$ cat src/rtl/wdg_sched_pkg.sv
// Shared types and constants for the watchdog feed scheduler.
// Step table maps the 4-write unlock/feed sequence to {offset, data}.
package wdg_sched_pkg;

  typedef enum logic [1:0] {
    IDLE,
    COLLECT,
    SETUP,
    ACCESS
  } state_t;

  localparam logic [31:0] WDG_KEY_VAL   = 32'h5F3759DF;
  localparam logic [31:0] KEY_OFFS_DEF  = 32'h14;
  localparam logic [31:0] FEED_OFFS_DEF = 32'h18;

  typedef struct packed {
    logic [31:0] offs;
    logic [31:0] data;
  } wr_t;

  // KEY precedes each FEED write; FEED goes 1 then back to 0
  function automatic wr_t step_wr(
    input logic [1:0]  step,
    input logic [31:0] key_offs,
    input logic [31:0] feed_offs
  );
    wr_t w;
    unique case (step)
      2'd0, 2'd2: w = '{offs: key_offs, data: WDG_KEY_VAL};
      2'd1:       w = '{offs: feed_offs, data: 32'd1};
      default:    w = '{offs: feed_offs, data: 32'd0};
    endcase
    return w;
  endfunction

endpackage

$ cat src/rtl/apb4_wr_mst.sv
// Single APB4 write engine: start pulse is the SETUP phase,
// then ACCESS holds latched addr/data until pready_i.
module apb4_wr_mst (
  input  logic        clk_i,
  input  logic        rst_i,
  input  logic        start_i,
  input  logic [31:0] addr_i,
  input  logic [31:0] data_i,
  input  logic        pready_i,
  input  logic        pslverr_i,
  output logic        psel_o,
  output logic        penable_o,
  output logic [31:0] paddr_o,
  output logic [31:0] pwdata_o,
  output logic        done_o,
  output logic        err_o
);

  logic        acc_q;
  logic [31:0] addr_q;
  logic [31:0] data_q;

  always_ff @(posedge clk_i) begin
    if (rst_i) begin
      acc_q  <= 1'b0;
      addr_q <= '0;
      data_q <= '0;
    end else if (start_i && !acc_q) begin
      acc_q  <= 1'b1;
      addr_q <= addr_i;
      data_q <= data_i;
    end else if (acc_q && pready_i) begin
      acc_q  <= 1'b0;
    end
  end

  assign psel_o    = start_i | acc_q;
  assign penable_o = acc_q;
  // Bus is driven to zero when not selected
  assign paddr_o   = acc_q ? addr_q : (start_i ? addr_i : '0);
  assign pwdata_o  = acc_q ? data_q : (start_i ? data_i : '0);
  assign done_o    = acc_q & pready_i & ~pslverr_i;
  assign err_o     = acc_q & pready_i & pslverr_i;

endmodule

$ cat src/rtl/wdg_feed_sched.sv
// Multi-client watchdog feed scheduler with APB4 master.
// Optional min-window check-in filter: WDG_SCHED_WINDOW_EN.
module wdg_feed_sched
  import wdg_sched_pkg::*;
#(
  parameter int          N_CLI     = 4,
  parameter int          TMO_W     = 32,
  parameter logic [31:0] KEY_OFFS  = KEY_OFFS_DEF,
  parameter logic [31:0] FEED_OFFS = FEED_OFFS_DEF,
  parameter int          MIN_W     = 16
) (
  input  logic             clk_i,
  input  logic             rst_i,
  input  logic             en_i,
  input  logic [N_CLI-1:0] mask_i,
  input  logic [TMO_W-1:0] tmo_i,
  input  logic [31:0]      base_i,
  input  logic [N_CLI-1:0] chk_i,
  input  logic             miss_clr_i,
`ifdef WDG_SCHED_WINDOW_EN
  input  logic [MIN_W-1:0] min_i,
  output logic [N_CLI-1:0] early_o,
`endif
  output logic [N_CLI-1:0] miss_o,
  output logic             err_o,
  output logic             busy_o,
  output logic             fed_o,
  output logic [31:0]      paddr_o,
  output logic             psel_o,
  output logic             penable_o,
  output logic             pwrite_o,
  output logic [31:0]      pwdata_o,
  input  logic             pready_i,
  input  logic             pslverr_i
);

  if (N_CLI < 1 || N_CLI > 16 || MIN_W < 1) begin : g_bad_param
    $error("wdg_feed_sched: parameter out of range");
  end

  state_t           state_q, state_d;
  logic [N_CLI-1:0] seen_q, miss_q, chk_ok;
  logic [TMO_W-1:0] cnt_q, tmo_m1;
  logic [1:0]       step_q;
  logic             err_q, fed_q;
  logic             all_in, in_col, to_setup, timeout;
  logic             wr_done, wr_err, last;
  wr_t              wr;

  assign wr       = step_wr(step_q, KEY_OFFS, FEED_OFFS);
  assign tmo_m1   = (tmo_i == '0) ? '0 : tmo_i - 1'b1;
  assign all_in   = &(seen_q | ~mask_i);
  assign in_col   = (state_q == COLLECT) && en_i;
  // Completion beats a timeout landing in the same cycle
  assign to_setup = in_col && all_in;
  assign timeout  = in_col && !all_in && (cnt_q >= tmo_m1);
  assign last     = (step_q == 2'd3);

`ifdef WDG_SCHED_WINDOW_EN
  logic [MIN_W-1:0] win_q;
  logic [N_CLI-1:0] early_q;
  logic             too_early;

  assign too_early = win_q < min_i;
  assign chk_ok    = too_early ? '0 : chk_i;
  assign early_o   = early_q;

  // Reset value is all-ones so the window starts open
  always_ff @(posedge clk_i) begin
    if (rst_i) begin
      win_q   <= '1;
      early_q <= '0;
    end else begin
      if (fed_q)
        win_q <= '0;
      else if (too_early)
        win_q <= win_q + 1'b1;
      early_q <= (early_q & ~{N_CLI{miss_clr_i}})
               | (too_early ? chk_i : '0);
    end
  end
`else
  assign chk_ok = chk_i;
`endif

  always_ff @(posedge clk_i) begin
    if (rst_i)
      state_q <= IDLE;
    else
      state_q <= state_d;
  end

  always_comb begin
    state_d = state_q;
    unique case (state_q)
      IDLE:
        if (en_i) state_d = COLLECT;
      COLLECT:
        if (!en_i)       state_d = IDLE;
        else if (all_in) state_d = SETUP;
      SETUP:
        state_d = ACCESS;
      ACCESS:
        if (wr_err || (wr_done && last))
          state_d = en_i ? COLLECT : IDLE;
        else if (wr_done)
          state_d = SETUP;
      default:
        state_d = IDLE;
    endcase
  end

  always_ff @(posedge clk_i) begin
    if (rst_i) begin
      seen_q <= '0;
      miss_q <= '0;
      cnt_q  <= '0;
      step_q <= '0;
      err_q  <= 1'b0;
      fed_q  <= 1'b0;
    end else begin
      seen_q <= ((to_setup || timeout) ? '0 : seen_q) | chk_ok;
      cnt_q  <= (in_col && !to_setup && !timeout) ? cnt_q + 1'b1 : '0;
      miss_q <= (miss_q & ~{N_CLI{miss_clr_i}})
              | (timeout ? (mask_i & ~seen_q) : '0);
      err_q  <= (err_q & ~miss_clr_i) | wr_err;
      fed_q  <= wr_done && last;
      if (wr_err)
        step_q <= '0;
      else if (wr_done)
        step_q <= step_q + 2'd1;
    end
  end

  apb4_wr_mst u_mst (
    .clk_i     (clk_i),
    .rst_i     (rst_i),
    .start_i   (state_q == SETUP),
    .addr_i    (base_i + wr.offs),
    .data_i    (wr.data),
    .pready_i  (pready_i),
    .pslverr_i (pslverr_i),
    .psel_o    (psel_o),
    .penable_o (penable_o),
    .paddr_o   (paddr_o),
    .pwdata_o  (pwdata_o),
    .done_o    (wr_done),
    .err_o     (wr_err)
  );

  assign miss_o   = miss_q;
  assign err_o    = err_q;
  assign fed_o    = fed_q;
  assign busy_o   = (state_q == SETUP) || (state_q == ACCESS);
  assign pwrite_o = 1'b1;

endmodule

$ cat config.mk
export PLATFORM = sky130hd
export DESIGN_NAME = wdg_feed_sched
export DESIGN_NICKNAME = d
export VERILOG_FILES = /design/src/rtl/wdg_sched_pkg.sv /design/src/rtl/apb4_wr_mst.sv /design/src/rtl/wdg_feed_sched.sv
export SDC_FILE = /design/constraint.sdc
export NUM_CORES = 1
export LEC_CHECK = 0
export CELL_PAD_IN_SITES_DETAIL_PLACEMENT = 2
export CELL_PAD_IN_SITES_GLOBAL_PLACEMENT = 2
export CORE_UTILIZATION = 29
export DETAILED_ROUTE_END_ITERATION = 12
export PLACE_DENSITY = 0.92
export RECOVER_POWER = 25
export SYNTH_ARGS = -nofsm -noshare
export SYNTH_HDL_FRONTEND = slang
export SYNTH_SLANG_ARGS = --single-unit
export TNS_END_PERCENT = 20
$ cat constraint.sdc
create_clock -name clk_i -period 7.15 [get_ports clk_i]
set_clock_uncertainty 0.05 [all_clocks]
set_input_delay 1.43 -clock clk_i [delete_from_list [all_inputs] [get_ports clk_i]]
set_output_delay 1.43 -clock clk_i [all_outputs]
set_load 0.01 [all_outputs]
==> impl_metrics.tcl, run 1 <==
set metrics [dict create \
    outcome "complete, but fails checks" \
    violations "capacitance limit, slew limit" \
    port-buffer-count 140 \
    start_util 0.299 \
    final_cells 1122 \
    tns_ps 0 \
    final_common_cell "clkdlybuf4s50_1" \
    crit_buf_inv 2 \
    die_width_microns 142 \
    crit_fanout 8 \
    postCtsSetupRepairBufs 0 \
    dp_slack_ps 715 \
    fin_nets 978 \
    clockBufferDepth 2 \
    async_flop_share 0 \
    fin_crit_sh 0.858 \
    placed_cells_incl_taps 1106 \
    ys_seq_elements 81 \
    totalWireLength_microns 19100 \
    cts_tree "yes" \
    max_clock_freq_mhz 163 \
    finalWorstSetupSlack_ps 1020 \
    nFillCells 2194 \
    critPathRequiredTime_ps 5670 \
    htreeDepth 3 \
    rrSetupSlack_ps 3660 \
    cts_buffers 9 \
    antenna_found_initial 0 \
    utilization 0.392 \
    p_switching_mw 0.294 \
    worstSkewPairLatency_ps 330 \
    drt-initial-drc-count 154 \
    cts-root-buf "clkbuf_16" \
    endpoint_kind "primary output" \
    finalHoldViolCount 0 \
    clkPwrFrac 0.424 \
    rsz0062_at_grt "no" \
    combPwrFrac 0.156 \
    total_power_mw 1.11 \
    cp_slowest_cell "clkdlybuf4s50_1" \
    synth-main-ff-cell "dfxtp_1" \
    ys_seq_area_frac 0.287 \
    slew_headroom -0.631 \
    setup_violations 0 \
    max-vdd-ir-drop_uv 129 \
    grt_pass1_vias 6314 \
    crit_arrival_ps 4650 \
    r2r-end "u_mst.addr_q[26]$_SDFFE_PP0P_" \
    holdPathEnd "seen_q[2]$_SDFF_PP0_" \
    regArea_sq_mm 0.00162 \
    io_pins 152 \
    vias_per_cell 5.02 \
    grt_start_max_net_pins 59 \
    power.internal_mw 0.820 \
    die_area_sq_mm 0.0201 \
    post-route-min-period_ps 6130 \
    cts_resized 0 \
    worstHoldPathCells 2 \
    grt.overflow.total 0 \
    numClockSinks 81 \
    vias 5634 \
    r2r-start "step_q[0]$_SDFFE_PP0P_" \
    hold_path_class "reg2reg" \
    syn_area_sq_mm 0.00566 \
    core_area_sq_mm 0.0189 \
    p_seq_frac 0.419 \
    max_stage_delay_ps 560 \
    ff2ff_path_depth 12 \
    critPathLaunchType "input pin" \
    maxSlewViolCount 91 \
    whs_ps 414 \
    leakagePower_nw 2.79 \
    antenna_left 0 \
    firstDrtPassIters 4 \
    place_congestion 0.787 \
    cp_top_family "buffers and inverters" \
    syn_avg_cell_area_sq_um 7.53 \
    place_area_sq_mm 0.00711 \
    grt_usage 0.196 \
    worstPathCellList "clkdlybuf4s50_1, ha_1, fa_1, o21ai_0, nor2_1, and3_1, and3_1, xnor2_1, o21ai_0, clkdlybuf4s50_1" \
    syn_to_final_growth_pct 30.9 \
    ys_types 49 \
    multiInputGateArea_sq_mm 0.00363 \
    hold_start "seen_q[2]$_SDFF_PP0_" \
    synthCells 751 \
    remaining_drc_errors 0 \
    worstSetupPathType "in2out" \
    hpwl_microns 14900 \
    die_y_microns 142 \
    antenna_cells 0 \
    final_cell_mix "131 x clkdlybuf4s50_1, 127 x nand2_1, 86 x nor2_1, 81 x dfxtp_1, 50 x xor2_1" \
    holdBufCountCts 0 \
    maxCapViolations 2 \
    power.density_mw_per_mm2 150 \
    rows 50 \
    final_cell_area_sq_mm 0.00741 \
    cp_num_cells 10 \
    grt_first_pass_wirelength_microns 31700 \
    yosysWarnings 0 \
    clk_pin_slew_worst_paths_ps 70 \
    synth_edf_count 0 \
    drive_gt1_frac 0.0360 \
    p_sw_frac 0.264 \
    tightestPinTransition_ps 2450 \
    routedWlPerCell_microns 17.0 \
]
[cell type report]
| class | instances | area share |
|---|---|---|
| multi-input combinational | 596 | 0.491 |
| sequential | 81 | 0.219 |
| timing repair buffer | 147 | 0.194 |
| tap | 260 | 0.0439 |
| clock buffer | 9 | 0.0304 |
| inverter | 22 | 0.0111 |
| clock inverter | 7 | 0.0105 |
[power by group through the flow]
stage                     Clock [mW]  Sequential (mW)  Combinational (mW)
after CTS                      0.486            0.467               0.177
after global routing           0.505            0.468               0.192
final                          0.473            0.467               0.174
after global placement             0            0.477               0.168
after detailed placement           0            0.477               0.176
after floorplan                    0            0.476              0.0879
[cell usage after synthesis (4+ instances only)]
library cell	instances	area, sq um
nor2_1	87	327
nand2_1	127	477
or3_1	10	62.6
o21ai_0	36	180
dfxtp_1	81	1620
and3_1	12	75.1
clkbuf_1	26	97.6
nand4_1	25	156
buf_4	31	233
nor3_1	15	75.1
nand3_1	31	155
a21oi_1	32	160
xor2_1	50	438
ha_1	42	526
inv_1	22	82.6
xnor2_1	30	263
nand2b_1	5	31.3
o22ai_1	4	25.0
a211oi_1	25	188
and4_1	5	43.8
nor4_1	12	75.1
[worst max-delay path by stage]
stage | start | endpoint
floorplan | tmo_i[15] | cnt_q[31]$_SDFF_PP0_
global placement | tmo_i[14] | cnt_q[31]$_SDFF_PP0_
detailed placement | tmo_i[13] | cnt_q[27]$_SDFF_PP0_
CTS | base_i[2] | paddr_o[26]
global route | base_i[3] | paddr_o[26]
finish | base_i[2] | paddr_o[26]
[logic make-up after synthesis]
kind of cell    count (synthesis)  synth area share
compound gates                113             0.121
xor+xnor                       80             0.124
fa+ha+maj                      43            0.0964
buf+inv                        83            0.0783
flops                          81             0.287
other cells                     2           0.00133
simple gates                  349             0.293
[worst min-delay path, stage by stage (launching register included)]
cell     delay (ps)
dfxtp_1         300
inv_1            60
o22ai_1          60
[flip-flops by register name (all words and copies together), names as in the netlist]
name	flops
cnt_q	32
miss_o	4
u_mst.penable_o	1
err_o	1
state_q	2
u_mst.data_q	2
seen_q	4
u_mst.addr_q	32
fed_o	1
step_q	2
[routing by layer]
metal / routed length, microns / up-vias / part of all wire / track usage
met5: 0 / - / 0 / 0
met4: 292 / 0 / 0.015 / 0.0532
met3: 401 / 20 / 0.021 / 0.0263
met2: 10300 / 85 / 0.54 / 0.383
met1: 8140 / 2770 / 0.43 / 0.220
li1: - / 2759 / - / -
Power figures use the tool's default switching activity.
==> inputs of run 2 (changes only) <==
--- a/config.mk
+++ b/config.mk
@@ -8,6 +8,7 @@
 export CELL_PAD_IN_SITES_DETAIL_PLACEMENT = 2
 export CELL_PAD_IN_SITES_GLOBAL_PLACEMENT = 2
 export CORE_UTILIZATION = 29
+export CTS_CLUSTER_DIAMETER = 200
 export DETAILED_ROUTE_END_ITERATION = 12
 export PLACE_DENSITY = 0.92
 export RECOVER_POWER = 25
==> results of run 2 <==
The final DEF is identical to that of run 1; final timing and power are the same.
==> inputs of run 3 (changes only) <==
--- a/config.mk
+++ b/config.mk
@@ -7,12 +7,14 @@
 export LEC_CHECK = 0
 export CELL_PAD_IN_SITES_DETAIL_PLACEMENT = 2
 export CELL_PAD_IN_SITES_GLOBAL_PLACEMENT = 2
+export CORE_ASPECT_RATIO = 1.2
 export CORE_UTILIZATION = 29
 export CTS_CLUSTER_DIAMETER = 200
 export DETAILED_ROUTE_END_ITERATION = 12
-export PLACE_DENSITY = 0.92
+export PLACE_DENSITY = 0.84
 export RECOVER_POWER = 25
 export SYNTH_ARGS = -nofsm -noshare
 export SYNTH_HDL_FRONTEND = slang
+export SYNTH_HIERARCHICAL = 1
 export SYNTH_SLANG_ARGS = --single-unit
 export TNS_END_PERCENT = 20
==> constraint.sdc (replaced) <==
create_clock -name clk_i -period 7.15 [get_ports clk_i]
set_clock_uncertainty 0.05 [all_clocks]
set_input_delay 1.0725 -clock clk_i [delete_from_list [all_inputs] [get_ports clk_i]]
set_output_delay 1.0725 -clock clk_i [all_outputs]
set_load 0.01 [all_outputs]
==> run 3 against run 2 <==
Compared with the run above:
- die area grew 32%
- clock-buffer cell count stayed put
- design area increased by 29%
- sequential cell count rose by 30
- critical path depth rose by 6
- area after synthesis increased by 33%
- worst hold slack better by 15 ps
- sequential share of layout area grew 1.4 points
- largest cell class unchanged
- synthesized cell count rose by 20%
- register-to-register slack improved by 550 ps
- the flow still finishes with violations (capacitance limit, slew limit)
- fmax increased by 5.6%
- power up 24%
==> impl_metrics.tcl, run 3 <==
set metrics [dict create \
    power.density_mw_per_mm2 144 \
    ys_seq_area_frac 0.295 \
    hpwl_microns 16800 \
    whs_ps 430 \
    clk_pin_slew_worst_paths_ps 80 \
    final_cell_mix "142 x clkdlybuf4s50_1, 110 x dfxtp_1, 79 x nand2_1, 74 x o21ai_0, 67 x nand2b_1" \
    rrSetupSlack_ps 4210 \
    cts_resized 0 \
    die_area_sq_mm 0.0266 \
    synth_top_area_cell "dfxtp_1" \
    wl_met1_microns 9780 \
    highest_layer "met4" \
    worstSetupPathType "in2reg" \
    totalWireLength_microns 23300 \
    grt_pass1_vias 7765 \
    r2r-start "step_q[0]$_SDFFE_PP0P_" \
    postCtsSetupRepairBufs 0 \
    maxCapViolations 2 \
    tightestPinTransition_ps 2710 \
    reg_top3 "cnt_q (32), u_mst/addr_q (32), u_mst/data_q (32)" \
    violations "capacitance limit, slew limit" \
    crit_arrival_ps 6040 \
    syn_to_final_growth_pct 27.0 \
    grt.overflow.total 0 \
    slew_headroom -0.807 \
    max_clock_freq_mhz 172 \
    final_cell_area_sq_mm 0.00955 \
    start_util 0.295 \
    grt_start_max_net_pins 98 \
    rsz0062_at_grt "no" \
    antenna_found_initial 0 \
    holdBufCountCts 0 \
    cts_buffers 9 \
    htreeDepth 3 \
    die_y_microns 178 \
    remaining_drc_errors 0 \
    syn_area_sq_mm 0.00752 \
    antenna_left 0 \
    multiInputGateArea_sq_mm 0.00500 \
    critPathLaunchType "input pin" \
    vias_per_cell 5.20 \
    cts-root-buf "clkbuf_16" \
    tns_ps 0 \
    place_area_sq_mm 0.00928 \
    cts_tree "yes" \
    synthCells 898 \
    synth_edf_count 0 \
    hold_path_class "reg2reg" \
    io_pins 152 \
    maxSlewViolCount 146 \
    vias 7046 \
    worstSkewPairLatency_ps 360 \
    grt_first_pass_wirelength_microns 38400 \
    max-vdd-ir-drop_uv 91.3 \
    fin_nets 1140 \
    core_area_sq_mm 0.0255 \
    grt_usage 0.178 \
    async_flop_share 0 \
    cp-endpoint "cnt_q[11]$_SDFF_PP0_" \
    synth_area_leaders "dfxtp_1 30%, nand4bb_1 9.0%, a22o_1 7.6%, ha_1 6.8%, nand2b_1 5.6%" \
    final_common_cell "clkdlybuf4s50_1" \
    critPathRequiredTime_ps 7390 \
    drt-initial-drc-count 268 \
    endpoint_kind "register" \
    die_width_microns 149 \
    fin_crit_sh 0.812 \
    r2r-end "u_mst/addr_q[28]$_SDFFE_PP0P_" \
    clockBufferDepth 2 \
    crit_fanout 32 \
    rows 64 \
    yosysWarnings 6 \
    ff2ff_path_depth 12 \
    outcome "complete, but fails checks" \
    setup_violations 0 \
    crit_path_start "tmo_i[13]" \
    numClockSinks 111 \
    leakagePower_nw 3.41 \
    port-buffer-count 150 \
    yosysTopAreaCellShare 0.295 \
    finalHoldViolCount 0 \
    ys_seq_elements 111 \
    wl_met3_microns 1110 \
    firstDrtPassIters 4 \
    ys_types 52 \
    place_congestion 0.825 \
    post-route-min-period_ps 5810 \
    synth-main-ff-cell "dfxtp_1" \
    syn_avg_cell_area_sq_um 8.38 \
    nFillCells 2926 \
    synth_top_cells_by_count "111 x dfxtp_1, 79 x nand2_1, 74 x o21ai_0, 67 x nand2b_1, 66 x nor2_1" \
    synthMostInstantiatedCell "dfxtp_1" \
    routedWlPerCell_microns 17.2 \
    drive_gt1_frac 0.0312 \
    regArea_sq_mm 0.00223 \
    wl_met2_microns 12000 \
    antenna_cells 0 \
]
[run 3: cell count changes after synthesis, sizes merged, moves of 11 or more]
cell / change
xnor2: +11
o21ai: +40
nand3: -14
nor2: -21
dfxtp: +30
clkbuf: +13
a211oi: -22
nand2: -48
a21oi: -15
a22o: +62
nand2b: +62
nand4bb: +60
[run 3: final cells by class]
class,count,area share
Inverter,22,0.00864
Tap cell,330,0.0432
Clock buffer,9,0.0236
Clock inverter,7,0.00642
Multi-Input combinational cell,720,0.523
Sequential cell,111,0.233
Timing Repair Buffer,156,0.162
[run 3: worst min-delay path by stage]
| stage | from | to | depth (start not counted) |
|---|---|---|---|
| after global placement | cnt_q[0]$_SDFF_PP0_ | cnt_q[0]$_SDFF_PP0_ | 1 |
| after floorplan | cnt_q[0]$_SDFF_PP0_ | cnt_q[0]$_SDFF_PP0_ | 1 |
| after detailed placement | cnt_q[0]$_SDFF_PP0_ | cnt_q[0]$_SDFF_PP0_ | 1 |
| after CTS | seen_q[3]$_SDFF_PP0_ | seen_q[3]$_SDFF_PP0_ | 2 |
| final | u_mst/data_q[17]$_SDFFE_PP0P_ | u_mst/data_q[17]$_SDFFE_PP0P_ | 2 |
| after global routing | u_mst/addr_q[11]$_SDFFE_PP0P_ | u_mst/addr_q[11]$_SDFFE_PP0P_ | 2 |
[run 3: worst max-delay path, cell delays in order]
cell and delay (ps):
clkdlybuf4s50_1 490, or4_1 520, or3_1 440, nor4_1 390, nand2_1 590, nor3b_2 380, a21oi_1 130, ha_1 270
nand4_1 180, nor2_1 70, a22o_1 210, a2111oi_0 530, buf_4 230, nand4_1 100, buf_4 290, nor2_1 150
[run 3: metrics by stage]
step | worst slack [ps] | power [mW] | utilization | std cells
after CTS | 1270 | 1.40 | 0.375 | 1355
after global routing | 805 | 1.45 | 0.375 | 1355
after detailed placement | 954 | 0.888 | 0.364 | 1339
final | 1340 | 1.38 | 0.375 | 1355
after global placement | 1190 | 0.880 | 0.364 | 1339
after floorplan | 2000 | 0.776 | - | 917
[run 3: logic make-up after synthesis]
| logic type | synth area share |
|---|---|
| other cells | 0.000999 |
| fa+ha+maj | 0.0709 |
| simple gates | 0.322 |
| buf+inv | 0.0526 |
| mux | 0.00266 |
| xor+xnor | 0.0967 |
| flops | 0.295 |
| compound gates | 0.159 |
[run 3: metal layers]
layer  vias up  GRT usage
met3        18     0.0363
met1      3477      0.198
met5         -          0
met2       115      0.334
li1       3436          -
met4         0     0.0574
[run 3: where the power goes]
| part | leakage [nW] | internal (mW) | switching, mW | total [mW] |
|---|---|---|---|---|
| combinational | 2.38 | 0.115 | 0.113 | 0.228 |
| sequential | 0.898 | 0.633 | 0.0116 | 0.645 |
| clock | 0.135 | 0.244 | 0.262 | 0.506 |
| total | 3.41 | 0.993 | 0.386 | 1.38 |
